[src/rtl/dmac_pkg.sv]
// rtl/dmac_pkg.sv - shared types and AHB constants for the DMAC bus arbiter
// Contents:
//   arb_state_e        arbiter state encoding (IDLE, OWNED, HANDOVER)
//   HTRANS_* constants AHB HTRANS encodings
package dmac_pkg;

   typedef enum logic [1:0] {
      ARB_IDLE     = 2'd0,
      ARB_OWNED    = 2'd1,
      ARB_HANDOVER = 2'd2
   } arb_state_e;

   localparam logic [1:0] HTRANS_IDLE   = 2'b00;
   localparam logic [1:0] HTRANS_BUSY   = 2'b01;
   localparam logic [1:0] HTRANS_NONSEQ = 2'b10;
   localparam logic [1:0] HTRANS_SEQ    = 2'b11;

endpackage

[src/rtl/rr_picker.sv]
// rtl/rr_picker.sv - combinational round-robin winner picker
// Ports:
//   req    [N-1:0]      request vector
//   start  [IDX_W-1:0]  index with highest priority; scan wraps upward from here
//   grant  [N-1:0]      one-hot winner (zero when no request)
//   valid               any request present
module rr_picker #(
   parameter int N     = 2,
   parameter int IDX_W = 1
) (
   input  logic [N-1:0]     req,
   input  logic [IDX_W-1:0] start,
   output logic [N-1:0]     grant,
   output logic             valid
);

   always_comb begin
      int  idx;
      logic found;
      grant = '0;
      found = 1'b0;
      idx   = 0;
      for (int i = 0; i < N; i++) begin
         idx = int'(start) + i;
         if (idx >= N) idx = idx - N;
         if (!found && req[idx]) begin
            grant[idx] = 1'b1;
            found      = 1'b1;
         end
      end
   end

   assign valid = |req;

endmodule

[src/rtl/dmac_bus_arbiter.sv]
// rtl/dmac_bus_arbiter.sv - AHB-lite bus arbiter sharing one master port among requesters
// Ports:
//   clk, rst      clock, synchronous active-high reset
//   Bus_Req       per-master level request
//   HReady        HREADY from the selected slave
//   HTrans        HTRANS of the currently muxed master
//   Bus_Grant     registered one-hot grant
//   Grant_Idx     encoded owner index (bus mux select)
//   Bus_Owned     any grant active
//   Hold_Expired  one-cycle pulse on a forced (hold-limit) release
module dmac_bus_arbiter
   import dmac_pkg::*;
#(
   parameter int NUM_MASTERS = 2,
   parameter int RR_EN       = 1,
   parameter int MAX_HOLD    = 64,
   localparam int IDX_W      = (NUM_MASTERS > 1) ? $clog2(NUM_MASTERS) : 1,
   localparam int HC_W       = (MAX_HOLD > 0) ? $clog2(MAX_HOLD + 1) : 1
) (
   input  logic                   clk,
   input  logic                   rst,
   input  logic [NUM_MASTERS-1:0] Bus_Req,
   input  logic                   HReady,
   input  logic [1:0]             HTrans,
   output logic [NUM_MASTERS-1:0] Bus_Grant,
   output logic [IDX_W-1:0]       Grant_Idx,
   output logic                   Bus_Owned,
   output logic                   Hold_Expired
);

   localparam logic [HC_W-1:0] HOLD_LIM = HC_W'(MAX_HOLD);

   arb_state_e             state;
   logic [IDX_W-1:0]       rr_ptr;
   logic [IDX_W-1:0]       start_ptr;
   logic [IDX_W-1:0]       win_idx;
   logic [IDX_W-1:0]       next_ptr;
   logic [HC_W-1:0]        hold_cnt;
   logic [NUM_MASTERS-1:0] win_oh;
   logic                   win_valid;
   logic                   owner_req;
   logic                   others_req;
   logic                   safe_beat;
   logic                   hold_hit;

   // Fixed priority is round-robin with the scan always starting at index 0.
   assign start_ptr = (RR_EN != 0) ? rr_ptr : '0;

   rr_picker #(
      .N     (NUM_MASTERS),
      .IDX_W (IDX_W)
   ) u_picker (
      .req   (Bus_Req),
      .start (start_ptr),
      .grant (win_oh),
      .valid (win_valid)
   );

   always_comb begin
      win_idx = '0;
      for (int i = 0; i < NUM_MASTERS; i++) begin
         if (win_oh[i]) win_idx = IDX_W'(i);
      end
   end

   assign owner_req  = |(Bus_Req & Bus_Grant);
   assign others_req = |(Bus_Req & ~Bus_Grant);
   // Never break a burst: only a completed non-SEQ/non-BUSY beat is a safe boundary.
   assign safe_beat  = HReady && (HTrans != HTRANS_SEQ) && (HTrans != HTRANS_BUSY);
   // hold_cnt saturates at the limit, so equality is the ">= limit" test.
   assign hold_hit   = (MAX_HOLD != 0) && (hold_cnt == HOLD_LIM) && others_req;
   assign next_ptr   = (Grant_Idx == IDX_W'(NUM_MASTERS - 1)) ? '0 : Grant_Idx + 1'b1;

   always_ff @(posedge clk) begin
      if (rst) begin
         state        <= ARB_IDLE;
         rr_ptr       <= '0;
         hold_cnt     <= '0;
         Bus_Grant    <= '0;
         Grant_Idx    <= '0;
         Bus_Owned    <= 1'b0;
         Hold_Expired <= 1'b0;
      end else begin
         Hold_Expired <= 1'b0;
         case (state)
            ARB_IDLE: begin
               if (win_valid && HReady) begin
                  Bus_Grant <= win_oh;
                  Grant_Idx <= win_idx;
                  Bus_Owned <= 1'b1;
                  hold_cnt  <= '0;
                  state     <= ARB_OWNED;
               end
            end
            ARB_OWNED: begin
               if (hold_cnt != HOLD_LIM) hold_cnt <= hold_cnt + 1'b1;
               if (safe_beat && (!owner_req || hold_hit)) begin
                  Bus_Grant    <= '0;
                  Bus_Owned    <= 1'b0;
                  // Owner still requesting means this release was forced by the limit.
                  Hold_Expired <= owner_req;
                  state        <= ARB_HANDOVER;
               end
            end
            ARB_HANDOVER: begin
               // Grant_Idx is kept through the dead cycle so the last data phase stays muxed.
               if (RR_EN != 0) rr_ptr <= next_ptr;
               state <= ARB_IDLE;
            end
            default: state <= ARB_IDLE;
         endcase
      end
   end

endmodule
[config.mk]
export PLATFORM = sky130hd
export DESIGN_NAME = dmac_bus_arbiter
export DESIGN_NICKNAME = d
export VERILOG_FILES = /design/src/rtl/dmac_pkg.sv /design/src/rtl/rr_picker.sv /design/src/rtl/dmac_bus_arbiter.sv
export SDC_FILE = /design/constraint.sdc
export NUM_CORES = 1
export LEC_CHECK = 0
export BUFFER_PORTS_ARGS = -buffer_cell sky130_fd_sc_hd__buf_2
export CORE_MARGIN = 2
export CORE_UTILIZATION = 40
export CTS_CLUSTER_SIZE = 28
export DETAILED_ROUTE_END_ITERATION = 12
export HOLD_SLACK_MARGIN = 0.05
export PLACE_DENSITY = 0.69
export SLEW_MARGIN = 15
export SYNTH_ARGS = -nofsm -noshare
export SYNTH_HDL_FRONTEND = slang
export SYNTH_SLANG_ARGS = --single-unit
[constraint.sdc]
create_clock -name clk -period 1.4 [get_ports clk]
set_input_delay 0.28 -clock clk [delete_from_list [all_inputs] [get_ports clk]]
set_output_delay 0.28 -clock clk [all_outputs]
set_load 0.01 [all_outputs]
==> Flow_metrics.wiki, run 1 <==
{| class="wikitable"
! Metric !! Value
|-
| Result of the run || complete, but fails checks
|-
| Failing checks || setup timing
|-
| Vias per cell || 5.157
|-
| Syn avg cell area || 8.681 sq um
|-
| Register bit count reported by yosys || 15
|-
| Critical Path Start Type || register
|-
| Number of antenna repair diodes || 0
|-
| Max-cap violations || 0
|-
| Wire length of the first global-routing pass || 2.435 mm
|-
| P per Cell Area || between 900 and 1000 nW/um^2
|-
| Remaining number of nets flagged by the antenna check after routing || 0
|-
| Final max-slew violation count || 0
|-
| Achievable Freq || 624.9 MHz
|-
| Die span in y || roughly 46 um
|-
| Layout cell share with drive strength beyond 1 || about 29%
|-
| Detailed placement HPWL || 1.101 mm
|-
| Minimum clock period || 1.600 ns
|-
| Site Rows || 15
|-
| Biggest area consumer among synthesized cells || dfxtp_1
|-
| Peak supply drop || 0.5194 mV
|-
| Drt initial violations || 11
|-
| Count of distinct cell types in the synthesized netlist || 28
|-
| Slew @ Worst Pin || 0.4347 ns
|-
| Post-route setup slack || -0.2003 ns
|-
| CP Data Arrival Time || 1.76 ns
|-
| Post-Synthesis Net Count || 90
|-
| Total gr overflow || 0
|-
| EDFF count, synth || 0
|-
| Global Route Usage Sum || around 16%
|-
| H-tree depth || 1
|-
| Cell at the root of the clock tree || clkbuf_4
|-
| Chip Width || 45.93 um
|-
| Hold WC Path Type || in2reg
|-
| Post-synthesis instance total || 81
|-
| Number of global-route vias before repair || 588
|-
| Unrepaired setup endpoints after global routing || true
|-
| Total Die Area || between 2000 and 2500 sq um
|-
| Endpoints failing hold || 0
|-
| Vias post-DR || 624
|-
| Number of endpoints failing setup at the final stage || 9
|-
| Post-layout nets || ~110
|-
| Maximum fanout along the worst path || 4
|-
| TritonCTS Buffers || 3
|-
| Post-route worst hold slack || 0.2962 ns
|-
| FFs w/ async S/R, synth || 0%
|-
| Clock slew at reported path FFs || ~0.080 ns
|-
| Pin count of the biggest net entering global routing || 11
|-
| Number of antenna violations at the first check in global routing || 0
|-
| Final core utilization || 53.04%
|-
| Core region area || 1689 sq um
|-
| Max_slew headroom || a little under three quarters
|-
| Fraction of the yosys area taken by sequential cells || between 40% and 50%
|-
| Worst clock skew || 0.003012 ns
|-
| Critical Path RT || 1.56 ns
|-
| Post-route DRC violation count || 0
|-
| PortBufs || 10
|-
| Initial cell density of the core || 41.63%
|-
| Final Wtd Congestion || 0.8251
|-
| Area growth from synthesis to layout || 27.40%
|-
| Kind of critical path || reg2reg
|-
| Post-Syn Area || about 700 sq um
|-
| Clock tree from TritonCTS || yes
|-
| CP Capture Type || register
|-
| Boundary pin count || 12
|-
| Portion of the clock cycle consumed by the worst path in the final layout || 114.3%
|-
| Wirelength per Cell || 11.64 um
|-
| Final routed wirelength across all metal layers || 1.408 mm
|-
| First-pass iteration count of the detailed router || 4
|-
| Power Total || 0.8239 mW
|-
| Static leakage || 0.3596 nW
|-
| Clock sink count || 15
|-
| Most instantiated flip-flop cell in the synthesis netlist || dfxtp_1
|-
| Number of buffers between clock root and the deepest sink || 2
|-
| Most area-consuming cells after synthesis || dfxtp_1, nor2_1, nand2_1
|-
| Number of warnings printed during yosys synthesis || 0
|-
| Worst-Skew Late Latency || 0.27 ns
|-
| Fraction of post-synthesis cell area in the top cell type by area || 42.70%
|}
cell usage after synthesis (2+ instances only):
cell type,number
nand3_1,5
xor2_1,2
ha_1,2
dfxtp_1,15
nand2b_1,4
o211ai_1,3
xnor2_1,3
nor2b_1,3
o22ai_1,2
a21oi_1,3
nor3_1,2
nand2_1,8
a211oi_1,2
nor2_1,10
o21ai_0,2
inv_1,3
power by group:
part           internal (mW)  switching [mW]
registers              0.444          0.0114
clock network          0.110           0.125
logic                 0.0573          0.0755
total                  0.612           0.212
worst max-delay path, cell delays in order (launching register included):
cell	delay, ns
dfxtp_2	0.33
or4b_4	0.56
a2111o_1	0.41
nand2_2	0.10
o32ai_1	0.09
cells by family after synthesis:
group / Yosys count / share of synthesized area [%]
AND/OR/NAND/NOR: 38 / 28.12
AO/OA/AOI/OAI: 16 / 15.84
flip-flops: 15 / 42.70
XOR/XNOR: 5 / 6.229
buffers and inverters: 4 / 2.135
adder cells (fa/ha/maj): 2 / 3.558
multiplexers: 1 / 1.424
area by class of cell:
type,count,area [sq um]
flip-flops and latches,15,301.5
repair buffers,20,125.1
clock buffers,4,26.28
multi-input cells,62,410.4
well taps,17,21.27
fillers,162,793.3
inverters,3,11.26
worst paths after layout:
kind | slack, ns | start | endpoint | depth (start not counted)
max | -0.20 | hold_cnt[5]$_SDFFE_PP0P_ | Bus_Grant[0]$_SDFFE_PP0P_ | 4
max reg2reg | -0.20 | hold_cnt[5]$_SDFFE_PP0P_ | Bus_Grant[0]$_SDFFE_PP0P_ | 4
min reg2reg | 0.47 | Grant_Idx$_SDFFE_PP0P_ | rr_ptr$_SDFFE_PP0N_ | 1
min | 0.30 | rst | hold_cnt[0]$_SDFFE_PP0P_ | 2
metrics by stage:
stage	worst slack [ns]	instance area [sq um]	setup TNS (ns)	cells
floorplan	-0.1542	704.4	-0.5755	81
global placement	-0.1974	839.6	-1.111	116
detailed placement	-0.2155	839.6	-1.178	116
CTS	-0.2019	865.8	-1.254	120
global route	-0.2389	895.9	-1.656	121
finish	-0.2003	895.9	-1.093	121
what timing repair did:
action	CTS	global route
resized for setup	0	6
gates cloned	0	0
buffers inserted	0	1
pin swaps	2	1
hold buffers	0	0
endpoints found under the setup margin	9	10
routing by layer:
metal | GRT usage (%) | share of wire (%)
met5 | 0 | 0
met4 | 8.571 | 0.71
met3 | 2.381 | 3.6
met2 | 25.56 | 49
met1 | 20.53 | 47
cell usage in the layout, fill, tap and decap left out, drive strengths merged:
cell type / synthesis / routed
buf: 0 / 20
dfxtp: 15 / 15
nor2: 10 / 10
nand2: 9 / 9
nand3: 5 / 5
nand2b: 4 / 4
clkbuf: 1 / 4
inv: 3 / 3
nor2b: 3 / 3
o211ai: 3 / 3
xnor2: 3 / 3
a21oi: 3 / 3
o22ai: 2 / 2
nor3: 2 / 2
xor2: 2 / 2
ha: 2 / 2
a211oi: 2 / 2
o21ai: 2 / 2
or4bb: 1 / 1
or4b: 1 / 1
a2111o: 1 / 1
a22oi: 1 / 1
mux2i: 1 / 1
nand3b: 1 / 1
a31o: 1 / 1
or3: 1 / 1
nor4: 1 / 1
o32ai: 1 / 1
sequential cells by signal, indices dropped and copies added (netlist names):
signal and cells:
rr_ptr 1, Grant_Idx 1, state 2, Bus_Grant 2, hold_cnt 7, Bus_Owned 1, Hold_Expired 1
No activity file was read; power rests on OpenSTA's default activity.
==> inputs of run 2 (changes only) <==
--- a/config.mk
+++ b/config.mk
@@ -11,7 +11,7 @@
 export CTS_CLUSTER_SIZE = 28
 export DETAILED_ROUTE_END_ITERATION = 12
 export HOLD_SLACK_MARGIN = 0.05
-export PLACE_DENSITY = 0.69
+export PLACE_DENSITY = 0.67
 export SLEW_MARGIN = 15
 export SYNTH_ARGS = -nofsm -noshare
 export SYNTH_HDL_FRONTEND = slang
==> constraint.sdc (replaced) <==
create_clock -name clk -period 1.5 [get_ports clk]
set_input_delay 0.3 -clock clk [delete_from_list [all_inputs] [get_ports clk]]
set_output_delay 0.3 -clock clk [all_outputs]
set_load 0.01 [all_outputs]
==> run 2 against run 1 <==
Against the previous run:
- the run still ends with setup timing left
- global-route usage grew 0.80 points
- combinational power shrank 13%
- flip-flop and latch count is the same
- non-clock buffer count shrank 2
- setup slack gained 0.11 ns
- clock skew grew 0.0027 ns
- critical endpoint is now Bus_Grant[1]$_SDFFE_PP0P_
==> Flow_metrics.wiki, run 2 (synthesis results as in run 1) <==
{| class="wikitable"
! Metric !! Value
|-
| Reg-to-reg critical path startpoint || hold_cnt[5]$_SDFFE_PP0P_ (unchanged)
|-
| Number of antenna repair diodes || 0 (unchanged)
|-
| Clock slew at reported path FFs || 0.09 ns (was 0.08 ns)
|-
| Total gr overflow || 0 (unchanged)
|-
| Final max-slew violation count || 0 (unchanged)
|-
| Number of endpoints failing setup at the final stage || 5 (was 9)
|-
| Pin count of the biggest net entering global routing || 11 (unchanged)
|-
| Detailed placement HPWL || 1.099 mm (was 1.101 mm)
|-
| Slew @ Worst Pin || 0.3227 ns (was 0.4347 ns)
|-
| Post-Route Setup TNS || -0.2959 ns (was -1.093 ns)
|-
| Number of buffers inserted by post-CTS setup repair || 0 (unchanged)
|-
| Cell family with the largest share of critical-path delay || simple AND/OR/NAND/NOR gates (unchanged)
|-
| Failing checks || setup timing (unchanged)
|-
| Minimum clock period || 1.592 ns (was 1.600 ns)
|-
| PortBufs || 10 (unchanged)
|-
| Result of the run || complete, but fails checks (unchanged)
|-
| Die span in y || 45.93 um (unchanged)
|-
| Core region area || 1689 sq um (unchanged)
|-
| Chip Width || 45.93 um (unchanged)
|-
| Final Wtd Congestion || 0.8695 (was 0.8251)
|-
| Count of buffer and inverter cells on the critical path || 0 (unchanged)
|-
| Peak supply drop || 0.6662 mV (was 0.5194 mV)
|-
| Unrepaired setup endpoints after global routing || true (unchanged)
|-
| Global Route Usage Sum || 16.81% (was 16.02%)
|-
| Finished layout cell area || 863.3 sq um (was 895.9 sq um)
|-
| Number of buffers between clock root and the deepest sink || 2 (unchanged)
|-
| Portion of the clock cycle consumed by the worst path in the final layout || 106.1% (was 114.3%)
|-
| TritonCTS Buffers || 3 (unchanged)
|-
| Wirelength per Cell || 12.03 um (was 11.64 um)
|-
| Area post-placement || 832.0 sq um (was 839.6 sq um)
|-
| Maximum fanout along the worst path || 5 (was 4)
|-
| Wire length of the first global-routing pass || 2.456 mm (was 2.435 mm)
|-
| Post-route worst hold slack || 0.2986 ns (was 0.2962 ns)
|-
| Hold WC Path Type || in2reg (unchanged)
|-
| H-tree depth || 1 (unchanged)
|-
| Critical Path Start Type || register (unchanged)
|-
| Leading cell types in the layout, fill and taps excluded || dfxtp_1, nor2_1, buf_2 (was dfxtp_1, nor2_1, buf_2, buf_4, nand2_1)
|-
| Final routed wirelength across all metal layers || 1.431 mm (was 1.408 mm)
|-
| Number of cells on the worst reg-to-reg path || 4 (unchanged)
|-
| Post-route setup slack || -0.09217 ns (was -0.2003 ns)
|-
| Termination of the worst setup path || Bus_Grant[1]$_SDFFE_PP0P_ (was Bus_Grant[0]$_SDFFE_PP0P_)
|-
| Hold wc startpoint || rst (unchanged)
|-
| Site Rows || 15 (unchanged)
|-
| Clock sink count || 15 (unchanged)
|-
| Number of global-route vias before repair || 641 (was 588)
|-
| Boundary pin count || 12 (unchanged)
|-
| Final core utilization || 51.11% (was 53.04%)
|-
| Number of antenna violations at the first check in global routing || 0 (unchanged)
|-
| Drt initial violations || 5 (was 11)
|-
| Endpoints failing hold || 0 (unchanged)
|-
| Vias per cell || 5.487 (was 5.157)
|-
| Critical Path RT || 1.68 ns (was 1.56 ns)
|-
| Kind of critical path || reg2reg (unchanged)
|-
| CP Capture Type || register (unchanged)
|-
| R2r setup slk || -0.09 ns (was -0.20 ns)
|-
| Area growth from synthesis to layout || 22.78% (was 27.40%)
|-
| Largest reg by FF count || hold_cnt (unchanged)
|-
| Reg2reg end || Bus_Grant[1]$_SDFFE_PP0P_ (was Bus_Grant[0]$_SDFFE_PP0P_)
|-
| Delay of the slowest critical-path stage || 0.57 ns (was 0.56 ns)
|-
| Post-route DRC violation count || 0 (unchanged)
|-
| Vias post-DR || 653 (was 624)
|-
| Layout cell share with drive strength beyond 1 || 25.49% (was 28.85%)
|-
| Worst-Skew Late Latency || 0.29 ns (was 0.27 ns)
|-
| Clock tree from TritonCTS || yes (unchanged)
|-
| Initial cell density of the core || 41.63% (unchanged)
|-
| Leading registers by flop count || hold_cnt: 7 flops, Bus_Grant: 2 flops, state: 2 flops (unchanged)
|-
| Post-layout nets || 112 (was 114)
|-
| P per Cell Area || 893.5 nW/um^2 (was 919.6 nW/um^2)
|-
| Max FFs per register || 7 (unchanged)
|-
| Cell at the root of the clock tree || clkbuf_4 (unchanged)
|-
| Leading cell type in the layout, fill and taps excluded || dfxtp_1 (unchanged)
|-
| Remaining number of nets flagged by the antenna check after routing || 0 (unchanged)
|-
| Max-cap violations || 0 (unchanged)
|-
| Worst clock skew || 0.005748 ns (was 0.003012 ns)
|-
| Number of stages on the worst setup path || 4 (unchanged)
|-
| First-pass iteration count of the detailed router || 4 (unchanged)
|-
| Startpoint of the most critical setup path || hold_cnt[5]$_SDFFE_PP0P_ (unchanged)
|-
| Static leakage || 0.3502 nW (was 0.3596 nW)
|-
| Critical path's slowest cell || or4b_4 (unchanged)
|-
| Achievable Freq || 628.1 MHz (was 624.9 MHz)
|-
| CP Data Arrival Time || 1.77 ns (was 1.76 ns)
|-
| Place WS || -0.1163 ns (was -0.2155 ns)
|-
| Max_slew headroom || 78.49% (was 70.96%)
|-
| Total Die Area || 2109 sq um (unchanged)
|-
| Chain of cells forming the critical path || or4b_4, a2111o_1, nand2_2, o22ai_1 (was or4b_4, a2111o_1, nand2_2, o32ai_1)
|}
[run 2: how the worst min path moves through the flow]
stage	to	slack (ns)	cells past startpoint
6_report	hold_cnt[1]$_SDFFE_PP0P_	0.30	2
4_1_cts	hold_cnt[1]$_SDFFE_PP0P_	0.29	2
3_3_place_gp	rr_ptr$_SDFFE_PP0N_	0.45	1
2_1_floorplan	hold_cnt[0]$_SDFFE_PP0P_	0.46	2
5_1_grt	hold_cnt[1]$_SDFFE_PP0P_	0.30	2
3_5_place_dp	rr_ptr$_SDFFE_PP0N_	0.46	1
[run 2: where the power goes]
group / internal, mW / switching, mW / leakage (nW)
clock: 0.103 / 0.128 / 0.0150
combinational: 0.0498 / 0.0657 / 0.213
sequential: 0.414 / 0.0105 / 0.122
total: 0.568 / 0.204 / 0.350
[run 2: layer usage]
layer / up-vias / routed length, um / global-route usage (%)
met5: - / 0 / 0
met3: 6 / 63 / 4.762
met2: 15 / 674 / 28.06
li1: 330 / - / -
met4: 0 / 45 / 11.43
met1: 302 / 647 / 18.07
[run 2: final cells by class]
cell class / count / area (sq um)
inverters: 3 / 11.26
clock buffers: 4 / 26.28
repair buffers: 18 / 110.1
fillers: 168 / 825.8
flip-flops and latches: 15 / 301.5
multi-input cells: 62 / 392.9
well taps: 17 / 21.27
[run 2: repair_timing]
action,4_1_cts,5_1_grt
setup endpoints to repair,8,8
resized for setup,0,2
endpoints found under the hold margin,0,0
hold buffers,0,0
[run 2: metrics by stage]
stage | power [mW] | cells
after global routing | 0.8188 | 119
after global placement | 0.5459 | 115
after detailed placement | 0.5490 | 115
after floorplan | 0.5008 | 81
final | 0.7714 | 119
after CTS | 0.7889 | 119
==> inputs of run 3 (changes only) <==
==> constraint.sdc (replaced) <==
create_clock -name clk -period 1.9 [get_ports clk]
set_input_delay 0.38 -clock clk [delete_from_list [all_inputs] [get_ports clk]]
set_output_delay 0.38 -clock clk [all_outputs]
set_load 0.01 [all_outputs]
==> run 3 against run 2 <==
Against the previous run:
- the run now ends clean
- flip-flop and latch count unchanged
- die area unchanged
- count of clock-buffer cells in the layout unchanged
- critical path type unchanged
- largest cell class unchanged
- highest routed layer unchanged
==> Flow_metrics.wiki, run 3 (synthesis results as in run 1) <==
{| class="wikitable"
! Metric !! Value
|-
| Worst hold path cell count || 2 (unchanged)
|-
| Finished layout cell area || 804.5 sq um (was 863.3 sq um)
|-
| Number of cells on the worst reg-to-reg path || 4 (unchanged)
|-
| Critical Path Start Type || register (unchanged)
|-
| Boundary pin count || 12 (unchanged)
|-
| Max_slew headroom || 76.85% (was 78.49%)
|-
| Hold wc startpoint || rst (unchanged)
|-
| P per Cell Area || 748.2 nW/um^2 (was 893.5 nW/um^2)
|-
| Cell family with the largest share of critical-path delay || simple AND/OR/NAND/NOR gates (unchanged)
|-
| Slew @ Worst Pin || 0.3441 ns (was 0.3227 ns)
|-
| Clock sink count || 15 (unchanged)
|-
| Reg-to-reg critical path startpoint || hold_cnt[3]$_SDFFE_PP0P_ (was hold_cnt[5]$_SDFFE_PP0P_)
|-
| Total Die Area || 2109 sq um (unchanged)
|-
| Layout cell share with drive strength beyond 1 || 17.89% (was 25.49%)
|-
| Worst-Skew Late Latency || 0.28 ns (was 0.29 ns)
|-
| Net switching power of the design || 0.1605 mW (was 0.2037 mW)
|-
| Chip Width || 45.93 um (unchanged)
|-
| CP Data Arrival Time || 1.79 ns (was 1.77 ns)
|-
| Seq pwr share || 56.0% (was 55.1%)
|-
| Maximum fanout along the worst path || 5 (unchanged)
|-
| Count of buffer and inverter cells on the critical path || 0 (unchanged)
|-
| H-tree depth || 1 (unchanged)
|-
| Critical path's slowest cell || or4b_4 (unchanged)
|-
| Clock slew at reported path FFs || 0.09 ns (about the same)
|-
| Core region area || 1689 sq um (unchanged)
|-
| Worst clock skew || 0.004303 ns (was 0.005748 ns)
|-
| Clock tree from TritonCTS || yes (unchanged)
|-
| Max FFs per register || 7 (unchanged)
|-
| Final Wtd Congestion || 0.7974 (was 0.8695)
|-
| Final max-slew violation count || 0 (unchanged)
|-
| Vias post-DR || 618 (was 653)
|-
| Hold Crit Endpoint || hold_cnt[1]$_SDFFE_PP0P_ (unchanged)
|-
| Wire length of the first global-routing pass || 2.263 mm (was 2.456 mm)
|-
| Die span in y || 45.93 um (unchanged)
|-
| Share of total power in combinational logic || 13.3% (was 15.0%)
|-
| Reg2reg end || Bus_Grant[1]$_SDFFE_PP0P_ (unchanged)
|-
| Number of buffers between clock root and the deepest sink || 2 (unchanged)
|-
| R2r setup slk || 0.29 ns (was -0.09 ns)
|-
| Number of antenna violations at the first check in global routing || 0 (unchanged)
|-
| Post-Route Setup TNS || 0 ns (was -0.2959 ns)
|-
| Leading cell types in the layout, fill and taps excluded || dfxtp_1, nor2_1, buf_2 (unchanged)
|-
| Endpoints failing hold || 0 (unchanged)
|-
| Leading cell type in the layout, fill and taps excluded || dfxtp_1 (unchanged)
|-
| Vias per cell || 5.518 (was 5.487)
|-
| Peak supply drop || 0.4931 mV (was 0.6662 mV)
|-
| Leading registers by flop count || hold_cnt: 7 flops, Bus_Grant: 2 flops, state: 2 flops (unchanged)
|-
| Remaining number of nets flagged by the antenna check after routing || 0 (unchanged)
|-
| Max-cap violations || 0 (unchanged)
|-
| Detailed placement HPWL || 1.004 mm (was 1.099 mm)
|-
| Critical Path RT || 2.08 ns (was 1.68 ns)
|-
| PortBufs || 10 (unchanged)
|-
| Portion of the clock cycle consumed by the worst path in the final layout || 84.72% (was 106.1%)
|-
| Area post-placement || 778.2 sq um (was 832.0 sq um)
|-
| Largest reg by FF count || hold_cnt (unchanged)
|-
| Kind of critical path || reg2reg (unchanged)
|-
| Unrepaired setup endpoints after global routing || false (was true)
|-
| Sw Ratio || 26.66% (was 26.41%)
|-
| Initial cell density of the core || 41.63% (unchanged)
|-
| Hold buffer count at cts || 0 (unchanged)
|-
| Cell at the root of the clock tree || clkbuf_4 (unchanged)
|-
| Post-CTS resize count || 0 (unchanged)
|-
| Area growth from synthesis to layout || 14.41% (was 22.78%)
|-
| Result of the run || complete, no violations (was complete, but fails checks)
|-
| Hold WC Path Type || in2reg (unchanged)
|-
| Number of antenna repair diodes || 0 (unchanged)
|-
| Final routed wirelength across all metal layers || 1.348 mm (was 1.431 mm)
|-
| Pin count of the biggest net entering global routing || 11 (unchanged)
|-
| TritonCTS Buffers || 3 (unchanged)
|-
| Drt initial violations || 6 (was 5)
|-
| Number of endpoints failing setup at the final stage || 0 (was 5)
|-
| Chain of cells forming the critical path || or4b_4, a2111o_1, nand2_2, o22ai_1 (unchanged)
|-
| Static leakage || 0.3130 nW (was 0.3502 nW)
|-
| Minimum clock period || 1.610 ns (was 1.592 ns)
|-
| Post-route DRC violation count || 0 (unchanged)
|-
| Number of global-route vias before repair || 548 (was 641)
|-
| CP Capture Type || register (unchanged)
|-
| Share of total power in the clock network || 30.7% (was 29.9%)
|-
| Delay of the slowest critical-path stage || 0.57 ns (about the same)
|-
| Wirelength per Cell || 12.04 um (was 12.03 um)
|-
| Internal portion of total power || 0.4415 mW (was 0.5677 mW)
|-
| Achievable Freq || 621.2 MHz (was 628.1 MHz)
|-
| Number of buffers inserted by post-CTS setup repair || 0 (unchanged)
|-
| First-pass iteration count of the detailed router || 3 (was 4)
|-
| Post-layout nets || 105 (was 112)
|-
| Global Route Usage Sum || 14.90% (was 16.81%)
|-
| Total gr overflow || 0 (unchanged)
|-
| Site Rows || 15 (unchanged)
|}
==> run 3: cell types whose count changed in the layout (fill, tap and decap cells not counted) <==
cell,previous run,this run
a211oi_1,1,2
dfxtp_1,14,15
o21ai_0,1,2
buf_4,8,1
o21ai_1,1,0
dfxtp_2,1,0
a211oi_2,1,0
==> run 3: routing by layer <==
metal  vias to the layer above  part of all wire [%]  global-route usage, %  wire length [um]
met4                         0                  0.89                  3.429                12
met5                         -                     0                      0                 0
met2                        11                    47                  25.83               630
met3                         2                   4.0                  5.952                54
met1                       288                    48                  16.90               650
li1                        317                     -                      -                 -
==> run 3: worst max path at each step <==
| stage | cells past startpoint | from | slack, ns | end |
|---|---|---|---|---|
| after global routing | 4 | hold_cnt[5]$_SDFFE_PP0P_ | 0.24 | Bus_Grant[1]$_SDFFE_PP0P_ |
| after CTS | 4 | hold_cnt[5]$_SDFFE_PP0P_ | 0.28 | Bus_Grant[1]$_SDFFE_PP0P_ |
| final | 4 | hold_cnt[3]$_SDFFE_PP0P_ | 0.29 | Bus_Grant[1]$_SDFFE_PP0P_ |
| after floorplan | 4 | HTrans[0] | 0.33 | Bus_Grant[1]$_SDFFE_PP0P_ |
| after global placement | 5 | HTrans[0] | 0.19 | Bus_Grant[1]$_SDFFE_PP0P_ |
| after detailed placement | 5 | HTrans[0] | 0.17 | Bus_Grant[1]$_SDFFE_PP0P_ |
==> run 3: cell type report <==
class / instances / area [sq um]
flip-flops and latches: 15 / 300.3
clock buffers: 4 / 26.28
well taps: 17 / 21.27
multi-input cells: 62 / 387.9
fillers: 168 / 884.6
inverters: 3 / 11.26
repair buffers: 11 / 57.56
==> run 3: power groups by stage <==
| stage | registers [mW] | logic [mW] | clock network, mW |
|---|---|---|---|
| 6_report | 0.337 | 0.0800 | 0.185 |
| 5_1_grt | 0.339 | 0.0892 | 0.200 |
| 4_1_cts | 0.337 | 0.0805 | 0.191 |
| 3_5_place_dp | 0.345 | 0.0800 | 0 |
| 3_3_place_gp | 0.344 | 0.0787 | 0 |
| 2_1_floorplan | 0.346 | 0.0492 | 0 |
==> run 3: per-stage QoR <==
stage               util [%]  hold WS, ns  power (mW)  instances  setup slack, ns
CTS                    47.63       0.3769      0.6083        112           0.2840
global route           47.63       0.3865      0.6286        112           0.2396
detailed placement     46.07       0.4632      0.4246        108           0.1726
global placement       46.07       0.4494      0.4227        108           0.1933
floorplan                  -       0.4608      0.3954         81           0.3292
finish                 47.63       0.3772      0.6020        112           0.2903
